<file path="config.mk">
export PLATFORM = sky130hd
export DESIGN_NAME = fft_spectrum_sched_flat
export DESIGN_NICKNAME = d
export VERILOG_FILES = /design/src/rtl/fft_spectrum_sched_if.sv /design/src/rtl/fft_spectrum_sched.sv /design/src/flat_wrapper.sv
export SDC_FILE = /design/constraint.sdc
export NUM_CORES = 2
export LEC_CHECK = 0
export CORE_MARGIN = 2
export CORE_UTILIZATION = 55
export CTS_CLUSTER_SIZE = 40
export DETAILED_ROUTE_END_ITERATION = 6
export DONT_BUFFER_PORTS = 1
export PLACE_DENSITY_LB_ADDON = 0.12
export SKIP_LAST_GASP = 1
export SYNTH_ARGS = -nofsm -noshare
export SYNTH_HDL_FRONTEND = slang
export SYNTH_SLANG_ARGS = --single-unit
</file>
<file path="constraint.sdc">
create_clock -name lcd_pclk -period 2.6 [get_ports lcd_pclk]
set_input_delay 0.65 -clock lcd_pclk [delete_from_list [all_inputs] [get_ports lcd_pclk]]
set_output_delay 0.65 -clock lcd_pclk [all_outputs]
set_load 0.02 [all_outputs]
</file>
<file path="src/rtl/fft_spectrum_sched_if.sv">
// fft_spectrum_sched_if
//   Writer-side streaming bus into the spectrum scheduler.
//   The FFT-magnitude writer drives the master modport and the scheduler takes the slave modport.
//   Signals:
//     wr_valid  writer data valid
//     wr_data   magnitude sample
//     wr_last   final sample of a spectrum
//     wr_ready  scheduler accepts a write (backpressure)
`timescale 1ns/1ps
interface fft_spectrum_sched_if #(
   parameter int DW = 8
);
   logic          wr_valid;
   logic [DW-1:0] wr_data;
   logic          wr_last;
   logic          wr_ready;

   modport master (output wr_valid, output wr_data, output wr_last, input wr_ready);
   modport slave  (input wr_valid, input wr_data, input wr_last, output wr_ready);
endinterface

</file>
<file path="src/rtl/fft_spectrum_sched.sv">
// fft_spectrum_sched
//   Ping-pong scheduler for the FFT magnitude store that feeds the LCD spectrum display.
//   The writer fills the back bank while the display reads the front bank. The banks swap
//   only on frame_start once the back bank is full, so a displayed frame never mixes spectra.
//   Ports:
//     lcd_pclk, rst_n   pixel clock, asynchronous active-low reset
//     frame_start       one-cycle pulse at each displayed frame start
//     data_req          advance to the next spectrum point (saturates at N_POINTS-1)
//     fft_point_done    end-of-line pulse, rewinds the point index
//     fft_point_cnt     point index presented to the display
//     fft_data          registered front-bank magnitude at fft_point_cnt
//     disp_bank         bank currently shown
//     ovf_err           sticky, set when samples beyond N_POINTS were dropped
//     wr_if             writer bus (slave side)
//   Optional feature macro SCHED_FREEZE_EN: adds input freeze, which holds off the swap
//   while asserted.
`timescale 1ns/1ps
module fft_spectrum_sched #(
   parameter int N_POINTS = 128,
   parameter int DW       = 8,
   parameter int AW       = 7
) (
   input  logic                   lcd_pclk,
   input  logic                   rst_n,
   input  logic                   frame_start,
   input  logic                   data_req,
   input  logic                   fft_point_done,
`ifdef SCHED_FREEZE_EN
   input  logic                   freeze,
`endif
   output logic [7:0]             fft_point_cnt,
   output logic [DW-1:0]          fft_data,
   output logic                   disp_bank,
   output logic                   ovf_err,
   fft_spectrum_sched_if.slave    wr_if
);

   typedef enum logic [1:0] {
      W_IDLE = 2'd0,
      W_FILL = 2'd1,
      W_FULL = 2'd2
   } wstate_e;

   wstate_e       state_q, state_d;
   // One spare MSB lets the address reach N_POINTS, which marks the bank as overfilled.
   logic [AW:0]   addr_q, addr_d;
   logic          bank_q, bank_d;
   logic          ovf_q, ovf_d;
   logic          ready_q, ready_d;
   logic [7:0]    cnt_q, cnt_d;
   logic [DW-1:0] rdata_q;
   logic          accept;
   logic          we;
   logic          hold;

   // Bank select is the MSB of the index: {bank, point}.
   logic [DW-1:0] mem [0:2*N_POINTS-1];

`ifdef SCHED_FREEZE_EN
   assign hold = freeze;
`else
   assign hold = 1'b0;
`endif

   always_comb begin
      // NOTE: every signal written here gets a default first, so no path leaves it unassigned and no latch is inferred.
      state_d = state_q;
      addr_d  = addr_q;
      bank_d  = bank_q;
      ovf_d   = ovf_q;
      cnt_d   = cnt_q;

      accept = wr_if.wr_valid && ready_q;
      we     = accept && !addr_q[AW];

      if (we) addr_d = addr_q + {{AW{1'b0}}, 1'b1};
      // Samples past the end of the bank are dropped, but the spectrum still ends on wr_last.
      if (accept && addr_q[AW]) ovf_d = 1'b1;

      unique case (state_q)
         W_IDLE: if (accept) state_d = wr_if.wr_last ? W_FULL : W_FILL;
         W_FILL: if (accept && wr_if.wr_last) state_d = W_FULL;
         W_FULL: begin
            // A frame_start that coincides with the wr_last write arrives while still
            // filling, so the swap waits for the following frame boundary.
            if (frame_start && !hold) begin
               state_d = W_IDLE;
               bank_d  = ~bank_q;
               addr_d  = '0;
            end
         end
         default: state_d = W_IDLE;
      endcase

      // Line end / frame start rewinds the index and beats data_req in the same cycle.
      if (frame_start || fft_point_done)                  cnt_d = '0;
      else if (data_req && cnt_q != 8'(N_POINTS - 1))     cnt_d = cnt_q + 8'd1;

      // Registered ready follows the next state, so it drops the cycle after the last
      // write and rises the cycle after the swap; it is low out of reset.
      ready_d = (state_d != W_FULL);
   end

   always_ff @(posedge lcd_pclk or negedge rst_n) begin
      if (!rst_n) begin
         state_q <= W_IDLE;
         addr_q  <= '0;
         bank_q  <= 1'b0;
         ovf_q   <= 1'b0;
         ready_q <= 1'b0;
         cnt_q   <= '0;
      end else begin
         // NOTE: non-blocking assignments so every register samples pre-edge values.
         state_q <= state_d;
         addr_q  <= addr_d;
         bank_q  <= bank_d;
         ovf_q   <= ovf_d;
         ready_q <= ready_d;
         cnt_q   <= cnt_d;
      end
   end

   // NOTE: the magnitude store has no reset; its contents are don't-care until the first
   // swap, and leaving it unreset keeps it mappable onto block RAM.
   always_ff @(posedge lcd_pclk) begin
      if (we) mem[{~bank_q, addr_q[AW-1:0]}] <= wr_if.wr_data;
   end

   always_ff @(posedge lcd_pclk or negedge rst_n) begin
      if (!rst_n) rdata_q <= '0;
      else        rdata_q <= mem[{bank_q, cnt_q[AW-1:0]}];
   end

   assign fft_point_cnt  = cnt_q;
   assign fft_data       = rdata_q;
   assign disp_bank      = bank_q;
   assign ovf_err        = ovf_q;
   assign wr_if.wr_ready = ready_q;

endmodule

</file>
<file path="src/flat_wrapper.sv">
// flat-port wrapper written by rule: the top's interface ports become plain ports
module fft_spectrum_sched_flat 
#(
   parameter int N_POINTS = 128,
   parameter int DW       = 8,
   parameter int AW       = 7
)
  (lcd_pclk, rst_n, frame_start, data_req, fft_point_done, fft_point_cnt, fft_data, disp_bank, ovf_err, wr_if_wr_valid, wr_if_wr_data, wr_if_wr_last, wr_if_wr_ready);
  fft_spectrum_sched_if #(.DW(DW)) wr_if_i ();
  input  logic lcd_pclk;
  input  logic rst_n;
  input  logic frame_start;
  input  logic data_req;
  input  logic fft_point_done;
  output logic [7:0] fft_point_cnt;
  output logic [DW-1:0] fft_data;
  output logic disp_bank;
  output logic ovf_err;
  input wire logic [$bits(wr_if_i.wr_valid)-1:0] wr_if_wr_valid;
  input wire logic [$bits(wr_if_i.wr_data)-1:0] wr_if_wr_data;
  input wire logic [$bits(wr_if_i.wr_last)-1:0] wr_if_wr_last;
  output wire logic [$bits(wr_if_i.wr_ready)-1:0] wr_if_wr_ready;
  assign wr_if_i.wr_valid = wr_if_wr_valid;
  assign wr_if_i.wr_data = wr_if_wr_data;
  assign wr_if_i.wr_last = wr_if_wr_last;
  assign wr_if_wr_ready = wr_if_i.wr_ready;
  fft_spectrum_sched #(.N_POINTS(N_POINTS), .DW(DW), .AW(AW)) u_core (.lcd_pclk(lcd_pclk), .rst_n(rst_n), .frame_start(frame_start), .data_req(data_req), .fft_point_done(fft_point_done), .fft_point_cnt(fft_point_cnt), .fft_data(fft_data), .disp_bank(disp_bank), .ovf_err(ovf_err), .wr_if(wr_if_i));
endmodule
</file>
==> flow_metrics.tcl <==
set metrics [dict create \
    peakVddDrop_v 0.000784 \
    syn_area_sq_mm 0.0818 \
    grt.total_usage_pct 29.2 \
    die_w_um 390 \
    rr_startpoint "u_core.fft_point_cnt[0]$_DFFE_PN0P_" \
    critPathCaptureType "register" \
    yosysTopAreaCellShare_pct 75.1 \
    areaGrowthSynthToFinish_pct 18.5 \
    antenna_cells 0 \
    setup_violations 8 \
    clock_sinks 2077 \
    synth_area_leaders "edfxtp_1 75%, mux4_2 9.7%, mux2i_1 3.1%, mux4_1 2.0%, nor2_1 1.5%" \
    synth_nets 4005 \
    ff2ff_path_depth 8 \
    clockBufferDepth 3 \
    via_per_inst 6.31 \
    clock-root-buffer "clkbuf_16" \
    ys_types 78 \
    clkLatencyLatePin_ns 0.84 \
    critPathCapture "u_core.fft_data[1]$_DFF_PN0_" \
    drtIter0Drc 5224 \
    dr.pass1.iters 5 \
    powerDensity_mw_per_mm2 734 \
    path_max_fanout 8 \
    fin_nets 4785 \
    crit_start "u_core.fft_point_cnt[0]$_DFFE_PN0P_" \
    syn_avg_cell_area_sq_um 20.5 \
    grt_start_max_net_pins 257 \
    synth_edf_count 2048 \
    ys_seq_area_share_pct 76.0 \
    die_h_um 390 \
    yosys_warnings 0 \
    drv_slew 0 \
    core_area_sq_mm 0.148 \
    yosysTopAreaCell "edfxtp_1" \
    antenna_found_initial 4 \
    async_flop_share_pct 1.40 \
    rows 141 \
    violations "setup timing" \
    pin_count 34 \
    grt-ovfl-total 0 \
    min_path_type "input port to register" \
    fin_util_pct 65.7 \
    r2r_slack_ns -0.46 \
    synth_cells 3985 \
    ant_nets 0 \
    path_clk_slew_ns 0.06 \
    dieArea_sq_mm 0.152 \
    final.setup.worst_slack_ns -0.459 \
    max_freq_mhz 327 \
    drive_gt1_share_pct 31.5 \
    tns_ns -2.56 \
    worstReg2RegEnd "u_core.fft_data[1]$_DFF_PN0_" \
    leakagePower_uw 0.0316 \
    fin_skew_ns 0.0317 \
    finalCritPeriodShare_pct 118 \
    port_buffers 0 \
    cap_violations 0 \
    criticalPathCategory "register to register" \
    startpoint_type "register" \
    drt-total-wl_mm 220 \
    ys.flop_type "edfxtp_1" \
    cts_tree "yes" \
    dpl.hpwl_mm 135 \
    crit_required_ns 3.30 \
    arrival_ns 3.75 \
    status "finished with violations" \
    nFillCells 9643 \
    fin_crit_ns 3.06 \
    final_area_sq_mm 0.0970 \
    place_ws_ns -0.966 \
    grt_pass1_wl_mm 313 \
    rsz0062_at_grt "true" \
    first_global_vias 42800 \
    power_uw 71200 \
    place.gp.congestion 0.896 \
    timing.slew.headroom_pct 42.2 \
    hold_viol_final 0 \
    numCtsBuffers 205 \
    ys_ff_latch 2077 \
    cts_max_level 4 \
    drc 0 \
    dr_total_vias 43400 \
    tightest_slew_ns 0.864 \
    place_area_sq_mm 0.0891 \
    wl_per_cell_um 32.1 \
    start_util_pct 55.4 \
]
## report_power, final
part	internal, uW	total (uW)	switching [uW]
clock	17700	30100	12400
combinational	1410	3520	2110
sequential	37100	37500	412
total	56200	71200	15000
## state kept, by name, indices dropped and copies added, names as in the netlist
register	count
u_core.mem	2048
u_core.addr_q	8
u_core.fft_data	8
u_core.fft_point_cnt	8
u_core.state_q	2
u_core.disp_bank	1
u_core.ovf_err	1
u_core.wr_if.wr_ready	1
## cells in the final DEF (no fill, tap or decap), drive strengths merged, types with 11 or more instances in the layout
master,Yosys,routed
o221ai,15,15
nor2b,20,20
edfxtp,2048,2048
nand3,34,34
buf,156,797
a31oi,11,11
a22oi,18,18
clkinv,3,87
mux4,413,413
a221oi,58,58
dlygate4sd3,0,13
dfrtp,29,29
mux2,16,16
nand2,112,112
o21ai,57,57
bufinv,0,27
mux2i,251,251
nor3,44,44
inv,8,16
nand2b,15,15
a221o,24,24
o31ai,11,11
clkbuf,83,263
o22ai,37,37
nor2,321,321
a21oi,61,61
a211oi,22,22
## critical path, stage by stage, from the launching register on
cell       delay, ns
dfrtp_4         0.50
buf_12          0.18
buf_12          0.15
mux4_2          0.53
mux4_2          0.57
o211a_1         0.29
a2111oi_4       0.43
buf_4           0.21
o32ai_2         0.06
## per-stage QoR
step	hold slack (ns)	std cells
2_1_floorplan	0.354	3985
3_3_place_gp	0.356	6446
3_5_place_dp	0.356	6446
4_1_cts	0.000400	6872
5_1_grt	0.000413	6874
6_report	0.0618	6874
## synthesized netlist by cell type (all sizes together), types with 4 or more instances
library cell	n
and3	4
xor2	5
a211oi	22
inv	8
and2	5
mux2i	251
nand2	112
mux2	16
o221ai	15
buf	156
o211ai	4
edfxtp	2048
a22oi	18
o32ai	5
ha	5
a21oi	61
a221oi	58
dfrtp	29
or3	9
o22ai	37
nand4	9
a211o	6
o31ai	11
clkbuf	83
nor4	7
o21ai	57
a22o	7
nor3	44
nand3	34
nand2b	15
xnor2	5
o311ai	6
a221o	24
nor2b	20
nor2	321
a2111oi	6
mux4	413
a31oi	11
## area by class of cell
type / count / area, sq um / share of cell area [%]
sequential: 2077 / 62200 / 64.2
multi-input combinational: 1656 / 18000 / 18.6
timing repair buffer: 814 / 7370 / 7.60
clock buffer: 262 / 5520 / 5.69
tap: 1930 / 2410 / 2.49
clock inverter: 124 / 1370 / 1.41
inverter: 11 / 46.3 / 0.0477
## repair_timing
action | 4_1_cts | 5_1_grt
endpoints found under the setup margin | 11 | 15
gates resized for setup | 70 | 19
buffers inserted | 18 | 0
endpoints found under the hold margin | 211 | 1
pin swaps | 9 | 4
gates cloned | 4 | 1
hold buffers | 18 | 1
## logic make-up (layout without fill, tap and decap cells)
group / Yosys count / in the layout / share of synthesized area (%)
AND/OR/NAND/NOR: 590 / 590 / 3.10
flip-flops: 2077 / 2077 / 76.0
buffers and inverters: 252 / 1211 / 2.41
XOR/XNOR: 10 / 10 / 0.107
multiplexers: 680 / 680 / 14.9
AO/OA/AOI/OAI: 371 / 371 / 3.34
adder cells (fa/ha/maj): 5 / 5 / 0.0764
## metal layers
metal | global-route usage, % | vias up | part of all wire [%] | wire length (um)
met4 | 11.0 | 4 | 3.9 | 8680
met5 | 0 | - | 0.0091 | 20
li1 | - | 18100 | - | -
met3 | 5.67 | 372 | 9.0 | 19800
met2 | 45.5 | 2225 | 47 | 104000
met1 | 41.5 | 22700 | 40 | 88000
## how the worst min path moves through the flow
stage / startpoint / endpoint / depth (start not counted) / slack [ns]
2_1_floorplan: rst_n / u_core.addr_q[0]$_DFF_PN0_ / 0 / 0.35
3_3_place_gp: rst_n / u_core.state_q[1]$_DFF_PN0_ / 0 / 0.36
3_5_place_dp: rst_n / u_core.state_q[1]$_DFF_PN0_ / 0 / 0.36
4_1_cts: wr_if_wr_data[3] / u_core.mem[207][3]$_DFFE_PP_ / 0 / 0.0004
5_1_grt: wr_if_wr_data[5] / u_core.mem[212][5]$_DFFE_PP_ / 0 / 0.0004
6_report: data_req / u_core.fft_point_cnt[2]$_DFFE_PN0P_ / 2 / 0.06
Note: power is estimated with default switching activity, not from simulation.
